## src/rtl/proc_imul_pkg.sv

```systemverilog
// -----------------------------------------------------------------------------
// proc_imul_pkg
// Shared types and constants for the iterative integer multiply unit that
// feeds the MUL input of the X-stage result select mux.
//   P_NBITS_DEFAULT : default operand/result width
//   imul_state_e    : control FSM state encoding (IDLE, CALC, DONE)
// -----------------------------------------------------------------------------
package proc_imul_pkg;

  localparam int P_NBITS_DEFAULT = 32;

  typedef enum logic [1:0] {
    IDLE = 2'd0,
    CALC = 2'd1,
    DONE = 2'd2
  } imul_state_e;

endpackage

```

## src/rtl/proc_imul_seq_dpath.sv

```systemverilog
// -----------------------------------------------------------------------------
// proc_imul_seq_dpath
// Shift-add datapath for the iterative multiplier. Holds the shifted
// multiplicand, the shifted multiplier, the accumulator and the step counter.
// Ports:
//   clk, rst_n       : clock, asynchronous active-low reset
//   i_load           : capture operands, clear accumulator and counter
//   i_step           : perform one shift-add step
//   i_add            : add the multiplicand into the accumulator this step
//   i_a, i_b         : multiplicand / multiplier operands
//   o_b_lsb          : current multiplier LSB (selects the add)
//   o_b_next_zero    : multiplier is zero after this step's shift
//   o_count_last     : this step is the final one of a full-width pass
//   o_acc            : accumulator (low p_nbits of the product when done)
// -----------------------------------------------------------------------------
module proc_imul_seq_dpath
  import proc_imul_pkg::*;
#(
  parameter int p_nbits = P_NBITS_DEFAULT
) (
  input  logic               clk,
  input  logic               rst_n,
  input  logic               i_load,
  input  logic               i_step,
  input  logic               i_add,
  input  logic [p_nbits-1:0] i_a,
  input  logic [p_nbits-1:0] i_b,
  output logic               o_b_lsb,
  output logic               o_b_next_zero,
  output logic               o_count_last,
  output logic [p_nbits-1:0] o_acc
);

  localparam int c_cw = $clog2(p_nbits);
  localparam logic [c_cw-1:0] c_count_last = c_cw'(p_nbits - 1);
  localparam logic [c_cw-1:0] c_count_one  = c_cw'(1);

  logic [p_nbits-1:0] r_a;
  logic [p_nbits-1:0] r_b;
  logic [p_nbits-1:0] r_acc;
  logic [c_cw-1:0]    r_count;
  logic [p_nbits-1:0] w_b_shift;
  logic [p_nbits-1:0] w_acc_sum;

  assign w_b_shift     = r_b >> 1'b1;
  // Wraps mod 2^p_nbits, which is exactly the low half of the product.
  assign w_acc_sum     = r_acc + r_a;
  assign o_b_lsb       = r_b[0];
  assign o_b_next_zero = (w_b_shift == '0);
  assign o_count_last  = (r_count == c_count_last);
  assign o_acc         = r_acc;

  // Operand capture and one shift-add step per cycle.
  always_ff @(posedge clk or negedge rst_n) begin
    if (!rst_n) begin
      r_a     <= '0;
      r_b     <= '0;
      r_acc   <= '0;
      r_count <= '0;
    end else if (i_load) begin
      r_a     <= i_a;
      r_b     <= i_b;
      r_acc   <= '0;
      r_count <= '0;
    end else if (i_step) begin
      if (i_add) begin
        r_acc <= w_acc_sum;
      end
      r_a     <= r_a << 1'b1;
      r_b     <= w_b_shift;
      r_count <= r_count + c_count_one;
    end
  end

endmodule

```

## src/rtl/proc_imul_seq_unit.sv

```systemverilog
// -----------------------------------------------------------------------------
// proc_imul_seq_unit
// Iterative integer multiplier for the X stage: accepts operands over a
// val/rdy request interface, performs one shift-add step per cycle, and
// returns the low p_nbits of a*b over a val/rdy response interface. A kill
// squashes an in-flight or pending operation.
// Build option: define PROC_IMUL_EARLY_TERM_EN to leave CALC as soon as the
// remaining multiplier bits are all zero (latency follows the multiplier MSB).
// Ports:
//   clk, reset            : clock, asynchronous active-low reset
//   req_val/req_rdy       : request handshake (req_rdy=0 while kill=1)
//   req_a, req_b          : multiplicand / multiplier
//   resp_val/resp_rdy     : response handshake
//   resp_result           : low p_nbits of the product
//   kill                  : squash current operation / block accept
//   busy                  : operation in CALC or DONE
// -----------------------------------------------------------------------------
module proc_imul_seq_unit
  import proc_imul_pkg::*;
#(
  parameter int p_nbits = P_NBITS_DEFAULT
) (
  input  logic               clk,
  input  logic               reset,
  input  logic               req_val,
  output logic               req_rdy,
  input  logic [p_nbits-1:0] req_a,
  input  logic [p_nbits-1:0] req_b,
  output logic               resp_val,
  input  logic               resp_rdy,
  output logic [p_nbits-1:0] resp_result,
  input  logic               kill,
  output logic               busy
);

`ifdef PROC_IMUL_EARLY_TERM_EN
  localparam bit c_early_term = 1'b1;
`else
  localparam bit c_early_term = 1'b0;
`endif

  imul_state_e        r_state;
  imul_state_e        w_state_next;
  logic               w_load;
  logic               w_step;
  logic               w_add;
  logic               w_calc_exit;
  logic               w_b_lsb;
  logic               w_b_next_zero;
  logic               w_count_last;
  logic [p_nbits-1:0] w_acc;

  assign w_load      = (r_state == IDLE) && req_val && !kill;
  assign w_step      = (r_state == CALC);
  assign w_add       = w_step && w_b_lsb;
  // Full-width pass ends on the last count; early exit when nothing is left.
  assign w_calc_exit = w_count_last || (c_early_term && w_b_next_zero);

  proc_imul_seq_dpath #(
    .p_nbits(p_nbits)
  ) u_dpath (
    .clk          (clk),
    .rst_n        (reset),
    .i_load       (w_load),
    .i_step       (w_step),
    .i_add        (w_add),
    .i_a          (req_a),
    .i_b          (req_b),
    .o_b_lsb      (w_b_lsb),
    .o_b_next_zero(w_b_next_zero),
    .o_count_last (w_count_last),
    .o_acc        (w_acc)
  );

  // Next-state logic; kill wins over completion and over resp_rdy.
  always_comb begin
    w_state_next = r_state;
    case (r_state)
      IDLE: begin
        if (w_load) begin
          w_state_next = CALC;
        end else begin
          w_state_next = IDLE;
        end
      end
      CALC: begin
        if (kill) begin
          w_state_next = IDLE;
        end else if (w_calc_exit) begin
          w_state_next = DONE;
        end else begin
          w_state_next = CALC;
        end
      end
      DONE: begin
        if (kill || resp_rdy) begin
          w_state_next = IDLE;
        end else begin
          w_state_next = DONE;
        end
      end
      default: begin
        w_state_next = IDLE;
      end
    endcase
  end

  // State register.
  always_ff @(posedge clk or negedge reset) begin
    if (!reset) begin
      r_state <= IDLE;
    end else begin
      r_state <= w_state_next;
    end
  end

  // Outputs decode state only; kill gates req_rdy so a squashed cycle never accepts.
  assign req_rdy     = (r_state == IDLE) && !kill;
  assign resp_val    = (r_state == DONE);
  assign busy        = (r_state != IDLE);
  assign resp_result = w_acc;

endmodule

```

## config.mk

```make
export PLATFORM = sky130hd
export DESIGN_NAME = proc_imul_seq_unit
export DESIGN_NICKNAME = d
export VERILOG_FILES = /design/src/rtl/proc_imul_pkg.sv /design/src/rtl/proc_imul_seq_dpath.sv /design/src/rtl/proc_imul_seq_unit.sv
export SDC_FILE = /design/constraint.sdc
export NUM_CORES = 1
export LEC_CHECK = 0
export BUFFER_PORTS_ARGS = -buffer_cell sky130_fd_sc_hd__buf_2
export CORE_AREA = 5 5 129 131
export CTS_CLUSTER_SIZE = 14
export DETAILED_ROUTE_END_ITERATION = 7
export DIE_AREA = 0 0 134 136
export GPL_ROUTABILITY_DRIVEN = 1
export GPL_TIMING_DRIVEN = 0
export HOLD_SLACK_MARGIN = 0.12
export PLACE_DENSITY_LB_ADDON = 0.25
export SLEW_MARGIN = 20
export SYNTH_ARGS = -nofsm -noshare
export SYNTH_HDL_FRONTEND = slang
export SYNTH_SLANG_ARGS = --single-unit
```

## constraint.sdc

```tcl
create_clock -name clk -period 4.7 [get_ports clk]
set_input_delay 1.41 -clock clk [delete_from_list [all_inputs] [get_ports clk]]
set_output_delay 1.41 -clock clk [all_outputs]
set_load 0.05 [all_outputs]
```

==> results.md, run 1 <==
* Max Buffers Root-to-Sink at 2
* Routed wl met3 at 887 um
* Final Non-Filler Cells at 987
* # diodes at 0
* Share of flip-flops with an asynchronous set or reset at 1.00
* Row cnt at 46
* Input/output buffers at 103
* WHS Endpoint: u_dpath.o_acc[31]
* Root Buffer Master: clkbuf_16
* Core box area at 15500 um2
* Static Leakage at 3.52 nW
* Buf/Inv on CP at 2
* Area Overhead vs Synth at 18.1%
* Reg2reg end: u_dpath.o_acc[26]
* NumNets Final at 895
* CP Class: in -> out
* FF+latch count, synth at 103
* Worst R2R Setup Slack at 1.63 ns
* Final setup vio count at 0
* Relative slew slack at 0.585
* Vias at 5232
* Fill cells at 1539
* Worst Hold Class: reg -> reg
* # DRC at 0
* Met1 wire length at 7780 um
* RSZ-0062 raised after global routing: false
* Clock skew at 0.0105 ns
* Vias in the first global route at 5154
* Setup TNS at 0 ns
* Crit path launch type: input port
* Final core occ at 0.456
* Status: completed
* Slew Limit Fails at 0
* Worst slew pin tran at 0.623 ns
* CTS tree: done
* First-pass GRT wire length at 26500 um
* GRT Residual Overflow at 0
* Post-cts sizing count at 0
* DR WL/cell at 16.1 um
* Reg2Reg Depth at 11
* Min-delay src: u_dpath.o_acc[31]
* Placed Area at 6770 um2
* Synthesized instance count at 677
* Routed met2 length at 7060 um
* Critical-path top delay cell: buf_2
* CP top delay family: buffers and inverters
* CP peak stage delay at 0.29 ns
* Placed instance count at 973
* Worst-Skew Late Latency at 0.36 ns
* Chip width at 134 um
* Power Dens Cells at 624 nW/um2
* Top Layer Used: met5
* Final period utilization at 0.723
* Syn_nets at 780
* Htree depth at 3
* Synth Cell Area at 5980 um2
* Clk slew on worst S/H paths at 0.07 ns
* Io pins at 104
* Synthesized area per cell at 8.84 um2
* Fin crit period at 3.40 ns
* Reg2Reg Launch Point: u_dpath.r_a[0]
* Initial antenna violation count at 1
* F_max at 294 MHz
* Post-synthesis sequential area ratio at 0.431
* Hold slack at 0.478 ns
* Routed wire length at 15900 um
* TritonCTS Buffers at 9
* Design area at 7070 um2
* Clock sink total at 103
* Share of cells above drive strength 1 at 0.177
* Max-Cap Viols at 0
* RD Place Congestion at 0.832
* ANT nets after route at 0
* Cts hold-fix bufs at 0
* Critical-path cell list: buf_2 -> nor2_1 -> buf_2
* Setup bufs post-CTS at 0
* DP HPWL at 11900 um
* Pre-antenna DRT Iters at 4
* Number of DRC markers in iteration 0 at 309
* CP Capture Type: output port
* Die ar. at 18200 um2
* Top_reg_cell synth: dfrtp_1
* Yosys warns at 0
* Via density at 5.30
* Hold path depth at 1
* Crit. Startpoint: kill
* Required time worst endpoint at 3.29 ns
* Starting Density at 0.386
* Post-synth EDFFs at 0
* Final Hold Fails at 0
* Die H at 136 um
* Worst endpoint data arrival time at 1.99 ns
* Most frequent CP cell: buf_2
* Global Route Usage Sum at 0.182
* Netlist cell types at 62
* Peak supply drop at 428 uV
* Critical path peak fanout at 3
* Largest net degree at the start of global routing at 57
[synth_stat cells, drive strengths merged, types with 5 or more instances]
cell type	count	area [um2]
dfrtp	103	2580
nand2	152	571
a21oi	29	164
a31oi	33	206
nand3	36	180
nor3	5	30.0
nand4	5	31.3
ha	33	413
xnor2	11	96.3
nor2	48	180
xor2	17	149
a22oi	32	240
buf	6	58.8
a21o	22	169
o21ai	40	208
clkbuf	37	149
[final cells by class]
cell class              instances  area, um2  share of cell area
inverters                       3       11.3             0.00159
well taps                     192        240              0.0340
clock inverters                 4       55.1             0.00779
multi-input cells             528       3190               0.451
flip-flops and latches        103       2580               0.365
clock buffers                  10        239              0.0338
repair buffers                104        549              0.0777
plain buffers                  43        208              0.0294
[cell usage in the layout, fill, tap and decap left out, types with 4 or more instances in the layout]
master	synthesis	final
a21oi_1	26	26
dfrtp_1	103	103
a22oi_1	32	32
nand3_1	36	36
xnor2_1	11	11
nor2b_1	4	4
nand2_1	152	152
a31oi_1	33	33
nand4_1	5	5
o21ai_0	35	35
nor2_1	48	48
ha_1	33	33
nand3b_1	4	4
a21o_1	19	19
a211o_1	4	4
buf_2	1	103
clkbuf_1	36	36
xor2_1	17	17
clkbuf_16	0	9
nor3_1	4	4
[state kept, by name, summed over array words and instances, names as in the netlist]
name	cells
r_state	2
u_dpath.o_acc	32
u_dpath.r_a	32
u_dpath.r_b	32
u_dpath.r_count	5
[logic make-up after synthesis]
kind of cell | count (synthesis) | synth area share
buf+inv | 46 | 0.0366
flops | 103 | 0.431
mux | 3 | 0.00502
fa+ha+maj | 34 | 0.0724
xor+xnor | 28 | 0.0410
simple gates | 278 | 0.204
compound gates | 185 | 0.210
[metal layers]
metal  vias to the layer above  global-route usage
met4                         2              0.0509
met5                         -                   0
met1                      2456               0.253
met2                       123               0.283
met3                        13              0.0474
li1                       2638                   -
[report_power, final]
group          switching [mW]  leakage, nW  total (mW)  internal [mW]
logic                    1.42         2.09        2.22          0.800
registers               0.239         1.29        1.42           1.18
clock network           0.339        0.141       0.765          0.426
[worst max-delay path by stage]
| stage | endpoint | slack, ns | depth (start not counted) |
|---|---|---|---|
| floorplan | req_rdy | 1.18 | 1 |
| finish | req_rdy | 1.30 | 3 |
| detailed placement | req_rdy | 1.29 | 3 |
| global route | req_rdy | 1.25 | 3 |
| CTS | req_rdy | 1.29 | 3 |
| global placement | u_dpath.o_acc[18] | 0.99 | 1 |
[metrics by stage]
stage	total power, mW	worst slack [ns]
CTS	4.44	1.29
global placement	3.64	0.991
detailed placement	3.66	1.29
finish	4.41	1.30
floorplan	3.12	1.18
global route	4.76	1.25
(Power assumes the default switching activity.)
==> run 2, diff against run 1 <==
clock period = 3.02 ns   (was 4.7 ns; I/O delays follow)
==> run 2 against run 1 <==
Net effect:
- total power is 55% higher
- combinational power grew 58%
- critical endpoint is now u_dpath.o_acc[26]
- critical path depth grew 8
- count of clock-buffer cells in the layout unchanged
==> results.md, run 2 (synthesized netlist as in run 1, its figures left out) <==
* Final period utilization at 0.951
* Worst R2R Setup Slack at 0.15 ns (-1.48 ns)
* Worst-Skew Late Latency at 0.36 ns (about the same)
* DR WL/cell at 16.1 um (about the same)
* Critical path peak fanout at 3 (unchanged)
* Min-delay src: u_dpath.o_acc[31]
* GRT Residual Overflow at 0 (unchanged)
* Setup TNS at 0 ns (unchanged)
* Pre-antenna DRT Iters at 4 (unchanged)
* Initial antenna violation count at 0 (-1)
* Share of cells above drive strength 1 at 0.187 (+0.00991)
* Reg2Reg Launch Point: u_dpath.o_acc[0]
* FF/Latch Area at 2580 um2 (about the same)
* Final core occ at 0.458 (+0.00129)
* Die H at 136 um (unchanged)
* Core box area at 15500 um2 (unchanged)
* Clock skew at 0.0128 ns (+0.00226 ns)
* F_max at 348 MHz
* Hold path depth at 1 (unchanged)
* Starting Density at 0.386 (unchanged)
* Root Buffer Master: clkbuf_16
* Htree depth at 3 (unchanged)
* TritonCTS Buffers at 9 (unchanged)
* Worst endpoint data arrival time at 3.11 ns (+1.12 ns)
* ANT nets after route at 0 (unchanged)
* RSZ-0062 raised after global routing: false
* Global Route Usage Sum at 0.184 (+0.00159)
* Die ar. at 18200 um2 (unchanged)
* CTS tree: done
* Slew Limit Fails at 0 (unchanged)
* Power Dens Cells at 963 nW/um2 (+54%)
* Static Leakage at 3.52 nW (+0.17%)
* Via density at 5.32 (+0.40%)
* Max Buffers Root-to-Sink at 2 (unchanged)
* Clock sink total at 103 (unchanged)
* Final setup vio count at 0 (unchanged)
* Area Overhead vs Synth at 18.4%
* Commonest non-fill, non-tap cell in the layout: nand2_1
* Reg2reg end: u_dpath.o_acc[26]
* Input/output buffers at 103 (unchanged)
* Row cnt at 46 (unchanged)
* Number of DRC markers in iteration 0 at 229 (-26%)
* Vias at 5285 (+1.0%)
* Crit. Startpoint: u_dpath.o_acc[0]
* WHS Endpoint: u_dpath.o_acc[31]
* Worst slew pin tran at 0.649 ns (+0.0261 ns)
* NumNets Final at 900 (+0.56%)
* Max-Cap Viols at 0 (unchanged)
* Clk slew on worst S/H paths at 0.08 ns (about the same)
* RD Place Congestion at 0.830 (-0.22%)
* Hold slack at 0.475 ns (-0.00288 ns)
* Fin crit period at 2.87 ns
* Reg2Reg Depth at 11 (unchanged)
* Largest net degree at the start of global routing at 55 (-3.5%)
* Crit path launch type: flop
* CP Class: reg -> reg
* Required time worst endpoint at 3.26 ns (-0.03 ns)
* Routed wire length at 16000 um (+0.61%)
* Chip width at 134 um (unchanged)
* Worst Hold Class: reg -> reg
* Multi-input gate area at 3200 um2 (+0.35%)
* # DRC at 0 (unchanged)
* CP Capture Type: flop
* Vias in the first global route at 5220 (+1.3%)
* Fill cells at 1558 (+1.2%)
* DP HPWL at 11900 um (+0.70%)
* # diodes at 0 (unchanged)
* Relative slew slack at 0.567 (-0.0174)
* Final Hold Fails at 0 (unchanged)
* First-pass GRT wire length at 26800 um (+1.1%)
* Io pins at 104 (unchanged)
* Status: completed
* Peak supply drop at 599 uV (+40%)
* Most frequent cells in the layout: nand2_1, buf_2, dfrtp_1
-- run 2: worst max path at each step --
stage / end / slack [ns] / cells after the start
6_report: u_dpath.o_acc[26] / 0.15 / 11
5_1_grt: u_dpath.o_acc[26] / 0.008 / 11
4_1_cts: u_dpath.o_acc[26] / 0.02 / 11
3_5_place_dp: u_dpath.o_acc[26] / -0.02 / 11
3_3_place_gp: u_dpath.o_acc[0] / -0.36 / 1
2_1_floorplan: u_dpath.o_acc[26] / 0.06 / 11
-- run 2: what timing repair did --
| action | 4_1_cts | 5_1_grt |
|---|---|---|
| endpoints found under the setup margin | 2 | 6 |
| hold buffers | 0 | 0 |
| gates resized for setup | 0 | 3 |
| setup buffers | 3 | 2 |
| pin swaps | 2 | 4 |
| hold endpoints to repair | 0 | 0 |
-- run 2: report_power, final --
group	leakage, nW	internal (mW)	switching, mW
clock	0.129	0.557	0.547
combinational	2.11	1.28	2.22
sequential	1.29	1.84	0.375
-- run 2: layout make-up --
cell class              instances  share of cell area
plain buffers                  43              0.0293
clock buffers                  10              0.0323
clock inverters                 5             0.00494
inverters                       3             0.00159
multi-input cells             528               0.451
flip-flops and latches        103               0.364
well taps                     192              0.0339
repair buffers                109              0.0828
-- run 2: metal layers --
metal  global-route usage  part of all wire
met1                0.257              0.49
met2                0.288              0.44
met5                    0                 0
met3               0.0429             0.055
met4               0.0486             0.014
-- run 2: worst max-delay path: stages, from the launching register on --
cell	delay (ns)
dfrtp_2	0.42
ha_2	0.20
fa_2	0.34
a21o_1	0.20
a21oi_2	0.17
o21ai_2	0.09
a221oi_4	0.31
nand2_1	0.12
a221o_1	0.40
a41oi_2	0.20
mux2i_1	0.21
nand3_1	0.09
-- run 2: metrics by stage --
step	total power [mW]	std cells	area, um2	setup WS, ns
5_1_grt	7.35	993	7090	0.00795
3_5_place_dp	5.69	973	6770	-0.0207
6_report	6.82	993	7090	0.147
2_1_floorplan	4.86	677	5980	0.0645
4_1_cts	6.85	991	7060	0.0164
3_3_place_gp	5.67	972	6740	-0.362
